### src/rtl/shade_scheduler.sv
// shade_scheduler: round-robin arbiter that shares one shading datapath among NUM_REQ cores.
// Optional SHADE_SCHED_PERF_EN adds perf_pixels/perf_stall counters.
module shade_scheduler #(
    parameter int NUM_REQ = 4,
    parameter int DATA_WIDTH = 32,
    parameter int OUT_WIDTH = 24,
    parameter int TAG_WIDTH = 19,
    parameter int SHADE_LAT = 0,
    parameter logic [OUT_WIDTH-1:0] BG_COLOR = '0,
    localparam int SW = $clog2(NUM_REQ)
) (
    input  logic                            clk,
    input  logic                            rst,
    input  logic [NUM_REQ-1:0]              req_valid,
    output logic [NUM_REQ-1:0]              req_ready,
    input  logic [NUM_REQ-1:0]              req_hit,
    input  logic [NUM_REQ*DATA_WIDTH-1:0]   req_nx,
    input  logic [NUM_REQ*DATA_WIDTH-1:0]   req_ny,
    input  logic [NUM_REQ*DATA_WIDTH-1:0]   req_nz,
    input  logic [NUM_REQ*TAG_WIDTH-1:0]    req_tag,
    input  logic                            light_load,
    input  logic [DATA_WIDTH-1:0]           light_x,
    input  logic [DATA_WIDTH-1:0]           light_y,
    input  logic [DATA_WIDTH-1:0]           light_z,
    output logic                            light_busy,
    output logic [DATA_WIDTH-1:0]           sh_nx,
    output logic [DATA_WIDTH-1:0]           sh_ny,
    output logic [DATA_WIDTH-1:0]           sh_nz,
    output logic [DATA_WIDTH-1:0]           sh_lx,
    output logic [DATA_WIDTH-1:0]           sh_ly,
    output logic [DATA_WIDTH-1:0]           sh_lz,
    input  logic [OUT_WIDTH-1:0]            sh_shade,
    output logic                            out_valid,
    input  logic                            out_ready,
    output logic [OUT_WIDTH-1:0]            out_pixel,
    output logic [TAG_WIDTH-1:0]            out_tag,
    output logic [SW-1:0]                   out_src
`ifdef SHADE_SCHED_PERF_EN
    ,
    output logic [31:0]                     perf_pixels,
    output logic [31:0]                     perf_stall
`endif
);
    typedef enum logic [1:0] {IDLE, WAIT, OUT} state_t;
    state_t state, state_n;
    logic [SW-1:0] rr_ptr, g, idx;
    logic [SW:0] sum;
    logic any;
    logic [3:0] cnt;

    // Descending scan so the candidate closest to rr_ptr is the last one written.
    always_comb begin
        g = rr_ptr;
        any = 1'b0;
        sum = '0;
        idx = '0;
        for (int k = NUM_REQ - 1; k >= 0; k--) begin
            sum = {1'b0, rr_ptr} + (SW+1)'(k);
            idx = (sum >= (SW+1)'(NUM_REQ)) ? SW'(sum - (SW+1)'(NUM_REQ)) : SW'(sum);
            if (req_valid[idx]) begin
                g = idx;
                any = 1'b1;
            end
        end
    end

    always_comb begin
        state_n = (state == IDLE) ? (any ? (req_hit[g] ? WAIT : OUT) : IDLE)
                : (state == WAIT) ? ((cnt == 4'(SHADE_LAT)) ? OUT : WAIT)
                : (out_ready ? IDLE : OUT);
        req_ready = (state == IDLE && any) ? NUM_REQ'(1) << g : '0;
    end

    assign out_valid = (state == OUT);
    assign light_busy = (state != IDLE);

    always_ff @(posedge clk or posedge rst) begin
        if (rst) begin
            state <= IDLE;
            rr_ptr <= '0;
            cnt <= '0;
            out_pixel <= '0;
            out_tag <= '0;
            out_src <= '0;
            sh_nx <= '0;
            sh_ny <= '0;
            sh_nz <= '0;
            sh_lx <= '0;
            sh_ly <= DATA_WIDTH'(32'h01000000);
            sh_lz <= '0;
        end else begin
            state <= state_n;
            if (state == IDLE && light_load) begin
                sh_lx <= light_x;
                sh_ly <= light_y;
                sh_lz <= light_z;
            end
            if (state == IDLE && any) begin
                out_tag <= req_tag[g*TAG_WIDTH +: TAG_WIDTH];
                out_src <= g;
                rr_ptr <= (g == SW'(NUM_REQ - 1)) ? '0 : g + 1'b1;
                cnt <= '0;
                if (req_hit[g]) begin
                    sh_nx <= req_nx[g*DATA_WIDTH +: DATA_WIDTH];
                    sh_ny <= req_ny[g*DATA_WIDTH +: DATA_WIDTH];
                    sh_nz <= req_nz[g*DATA_WIDTH +: DATA_WIDTH];
                end else
                    out_pixel <= BG_COLOR;
            end
            if (state == WAIT) begin
                cnt <= cnt + 1'b1;
                if (cnt == 4'(SHADE_LAT))
                    out_pixel <= sh_shade;
            end
        end
    end

`ifdef SHADE_SCHED_PERF_EN
    always_ff @(posedge clk or posedge rst) begin
        if (rst) begin
            perf_pixels <= '0;
            perf_stall <= '0;
        end else begin
            if (out_valid && out_ready)
                perf_pixels <= perf_pixels + 32'd1;
            if (out_valid && !out_ready)
                perf_stall <= perf_stall + 32'd1;
        end
    end
`endif
endmodule

### config.mk
export PLATFORM = sky130hd
export DESIGN_NAME = shade_scheduler
export DESIGN_NICKNAME = d
export VERILOG_FILES = /design/src/rtl/shade_scheduler.sv
export SDC_FILE = /design/constraint.sdc
export NUM_CORES = 1
export LEC_CHECK = 0
export ABC_CLOCK_PERIOD_IN_PS = 12700
export BUFFER_PORTS_ARGS = -buffer_cell sky130_fd_sc_hd__buf_2
export CORE_AREA = 8 8 318 320
export CTS_CLUSTER_DIAMETER = 30
export DETAILED_ROUTE_END_ITERATION = 6
export DIE_AREA = 0 0 326 328
export GPL_ROUTABILITY_DRIVEN = 0
export GPL_TIMING_DRIVEN = 0
export PLACE_DENSITY_LB_ADDON = 0.3
export SYNTH_ARGS = -nofsm -noshare
export SYNTH_HDL_FRONTEND = slang
export SYNTH_SLANG_ARGS = --single-unit
### constraint.sdc
create_clock -name clk -period 12.7 [get_ports clk]
set_clock_uncertainty 0.1 [all_clocks]
set_input_delay 0.635 -clock clk [delete_from_list [all_inputs] [get_ports clk]]
set_output_delay 0.635 -clock clk [all_outputs]
set_load 0.02 [all_outputs]
==> run metrics <==
run status complete, no violations; total DRC errors in the routed layout 0; per-cell via count in the routed design 4.030; initial standard-cell utilization of the core 13.22%; number of global-route vias before repair 15.08k; pin slew with the least headroom to its limit 1.317 ns; commonest cells after routing, fill and taps aside sky130_fd_sc_hd__buf_2, sky130_fd_sc_hd__dfrtp_1, sky130_fd_sc_hd__nand2_1, sky130_fd_sc_hd__mux2_2; CTS Buf Count 81; area growth from synthesis to final layout 68.80%; arithmetic-cell share of the synthesized area counting full adders, half adders and majority gates 0.5917%; Reg2Reg Depth 8; number of vias after detailed routing 14.00k; Worst setup EP type primary output; logic gate share of total power 47.4%; Setup violations, final 0; post-route cell area 21420 um^2; largest net degree at the start of global routing 107; proportion of netlist area held by the largest area contributor 48.13%; Max Clock Freq 205.5 MHz; switching power 2.847 mW; nets in the synthesized netlist 1797; Worst Path Required 11.97 ns; Yosys cell types 38; total power per unit cell area 304.8 nW/um^2; sequential share of the synthesized area 48.33%; final critical-path setup slack 7.834 ns; multi-input combinational cell area 6050 um^2; number of instances in the synthesized netlist 1199; Seq pwr share 21.2%; count of nets after finishing 2717; switching share of power 43.62%; die footprint 106900 um^2; placeable core region 95990 um^2; Critical Path Start Type flop; global-route wire length before repair 119100 um; RSZ-0062 raised after global routing false; share of the clock period used by the worst path after layout 38.31%; Avg WL per Cell 25.09 um; worst path arrival time 4.13 ns; Final Max Tran Viols 0; DRT Wirelength 87160 um; count of state elements after synthesis 245; sinks on the clock net 245; global routing usage summed across all routing layers 15.55%; WS Path Type flop to primary output; basic-gate share of the synthesized area counting and, or, nand and nor cells 11.90%; DPL Wire Length 72910 um; maximum buffer depth of the clock tree 3; Post-Place Worst Slack 8.064 ns; top cells by area in the synthesized netlist sky130_fd_sc_hd__dfrtp_1, sky130_fd_sc_hd__mux2_2, sky130_fd_sc_hd__nand2_1; PostCTS Resize Cnt 0; first-iteration detailed-routing DRC count 665; Die W 326 um; cell accounting for the most synthesized area sky130_fd_sc_hd__dfrtp_1; final-report hold violation count 0; First-pass DRT Iterations 4; clock input transition at the sequential cells of the worst setup and hold paths 0.04 ns; count of input and output buffers 834; H-tree lvl count 3; post-layout utilization of the core 22.31%; Setup TNS Final 0 ns; Hold/Removal Path Class input pin to flop; FP Rows 114; proportion of layout cells with a drive suffix above 1 54.62%; IO Count 835; number of fillers in the final layout 10.68k; post-synthesis cell area 12690 um^2; proportion of power drawn by the clock network 31.4%; mean cell area of the mapped netlist 10.58 um^2; post-synthesis mux area share 20.38%; initial antenna violation count 38; compound-cell area share of the yosys netlist 14.73%; worst voltage drop across the vdd grid 0.1209 mV; Register Area 6132 um^2; leakage 10.32 nW; worst slew slack as a fraction of its limit 12.19%; grt ovf 0; TritonCTS clock tree built; Yosys warning count 0; largest family of logic cells by synthesized area multiplexers; internal cell power 3.680 mW; Post-DP Area 18520 um^2; cell at the root of the clock tree sky130_fd_sc_hd__clkbuf_16; chip height 328 um; xor/xnor share of the synthesized area 0.06903%; count of antenna-violating nets left after detailed routing 0; most common cell after layout, fill and taps aside sky130_fd_sc_hd__buf_2; Min-Delay Path Depth 2; CP Max Fanout 11; clock latency on the worst-skew pair 0.62 ns; number of max-capacitance violations reported 0; post-layout minimum cycle time 4.866 ns
==> registers in the layout (all words and copies together), names as in the netlist, 4 cells and up <==
name,flops
sh_ny,32
sh_lx,32
sh_ly,32
out_tag,19
sh_nx,32
sh_nz,32
sh_lz,32
cnt,4
out_pixel,24
==> power groups by stage <==
stage	combinational, mW	clock [mW]	sequential (mW)
CTS	3.19	2.10	1.39
detailed placement	3.18	0	1.39
global placement	3.18	0	1.38
floorplan	1.25	0	1.86
global route	3.31	2.15	1.44
finish	3.10	2.05	1.38
==> final timing paths <==
| kind | from | to | slack [ns] |
|---|---|---|---|
| worst max-delay path | rr_ptr[1] | req_ready[3] | 7.83 |
| worst min-delay path | out_ready | state[1] | 0.09 |
| min in group asynchronous | rst | sh_lz[23] | 0.50 |
| max in group asynchronous | rst | sh_nx[0] | 11.01 |
| worst max register to register | rr_ptr[1] | sh_nx[30] | 8.57 |
| worst min register to register | sh_nz[7] | sh_nz[7] | 0.37 |
==> area by class of cell <==
class / count / share of cell area, %
flip-flops and latches: 245 / 28.63
multi-input cells: 837 / 28.25
repair buffers: 837 / 19.79
clock buffers: 118 / 11.09
well taps: 1276 / 7.455
plain buffers: 110 / 2.255
clock inverters: 32 / 2.220
inverters: 7 / 0.1577
diodes: 12 / 0.1402
==> repair_timing <==
item,CTS,global route
setup endpoints to repair,0,0
endpoints found under the hold margin,52,0
hold buffers,1,0
setup buffers,0,0
==> stage by stage <==
stage / hold slack, ns / instances / total power, mW
6_report: 0.08726 / 3474 / 6.526
5_1_grt: 0.04855 / 3462 / 6.896
4_1_cts: 0.01620 / 3462 / 6.680
3_5_place_dp: 0.3692 / 3311 / 4.571
3_3_place_gp: 0.3630 / 3309 / 4.557
2_1_floorplan: 0.3461 / 1199 / 3.106
==> cells by family (layout without fill, tap and decap cells) <==
group	after synthesis	in the layout
mux	232	232
fa+ha+maj	6	6
simple gates	327	327
other cells	0	12
xor+xnor	1	1
compound gates	271	271
buf+inv	117	1104
flops	245	245
==> routing by layer <==
metal	share of wire (%)	track usage [%]
met1	40	17.88
met5	0.079	0
met4	2.8	4.966
met3	7.6	5.104
met2	49	27.15
==> worst max-delay path: stages, from the launching register on <==
cell                       delay, ns
sky130_fd_sc_hd__dfrtp_1        0.47
sky130_fd_sc_hd__o22ai_1        0.13
sky130_fd_sc_hd__a221oi_1       0.23
sky130_fd_sc_hd__and2_1         0.15
sky130_fd_sc_hd__buf_4          0.25
sky130_fd_sc_hd__clkbuf_2       0.71
sky130_fd_sc_hd__clkbuf_1       0.93
sky130_fd_sc_hd__ha_1           0.30
sky130_fd_sc_hd__and2_1         0.13
sky130_fd_sc_hd__buf_2          0.17
==> cells in the mapped netlist <==
| master | count |
|---|---|
| sky130_fd_sc_hd__dfrtp_1 | 244 |
| sky130_fd_sc_hd__nand2_1 | 205 |
| sky130_fd_sc_hd__mux2_2 | 182 |
| sky130_fd_sc_hd__a211oi_1 | 96 |
| sky130_fd_sc_hd__a31oi_1 | 96 |
| sky130_fd_sc_hd__and3_1 | 96 |
| sky130_fd_sc_hd__clkbuf_1 | 68 |
| sky130_fd_sc_hd__buf_2 | 29 |
| sky130_fd_sc_hd__mux2_1 | 29 |
| sky130_fd_sc_hd__a22o_1 | 24 |
| sky130_fd_sc_hd__a21oi_1 | 21 |
| sky130_fd_sc_hd__mux2i_1 | 21 |
| sky130_fd_sc_hd__o22ai_1 | 20 |
| sky130_fd_sc_hd__nor2_1 | 9 |
| sky130_fd_sc_hd__buf_1 | 8 |
| sky130_fd_sc_hd__and2_1 | 7 |
| sky130_fd_sc_hd__ha_1 | 6 |
| sky130_fd_sc_hd__inv_1 | 6 |
| sky130_fd_sc_hd__o21ai_0 | 5 |
| sky130_fd_sc_hd__nor2b_1 | 4 |
| sky130_fd_sc_hd__buf_6 | 3 |
| sky130_fd_sc_hd__buf_4 | 2 |
| sky130_fd_sc_hd__nor3b_1 | 2 |
| sky130_fd_sc_hd__o31ai_1 | 2 |
| sky130_fd_sc_hd__a2111o_1 | 1 |
| sky130_fd_sc_hd__a21o_1 | 1 |
| sky130_fd_sc_hd__a221oi_1 | 1 |
| sky130_fd_sc_hd__a221oi_2 | 1 |
| sky130_fd_sc_hd__dfstp_2 | 1 |
| sky130_fd_sc_hd__inv_2 | 1 |
| sky130_fd_sc_hd__nand2b_1 | 1 |
| sky130_fd_sc_hd__nand3_1 | 1 |
| sky130_fd_sc_hd__nor3_1 | 1 |
| sky130_fd_sc_hd__o21ai_1 | 1 |
| sky130_fd_sc_hd__o21bai_1 | 1 |
| sky130_fd_sc_hd__o22ai_2 | 1 |
| sky130_fd_sc_hd__or2_1 | 1 |
| sky130_fd_sc_hd__xor2_1 | 1 |
Power figures use the tool's default switching activity.
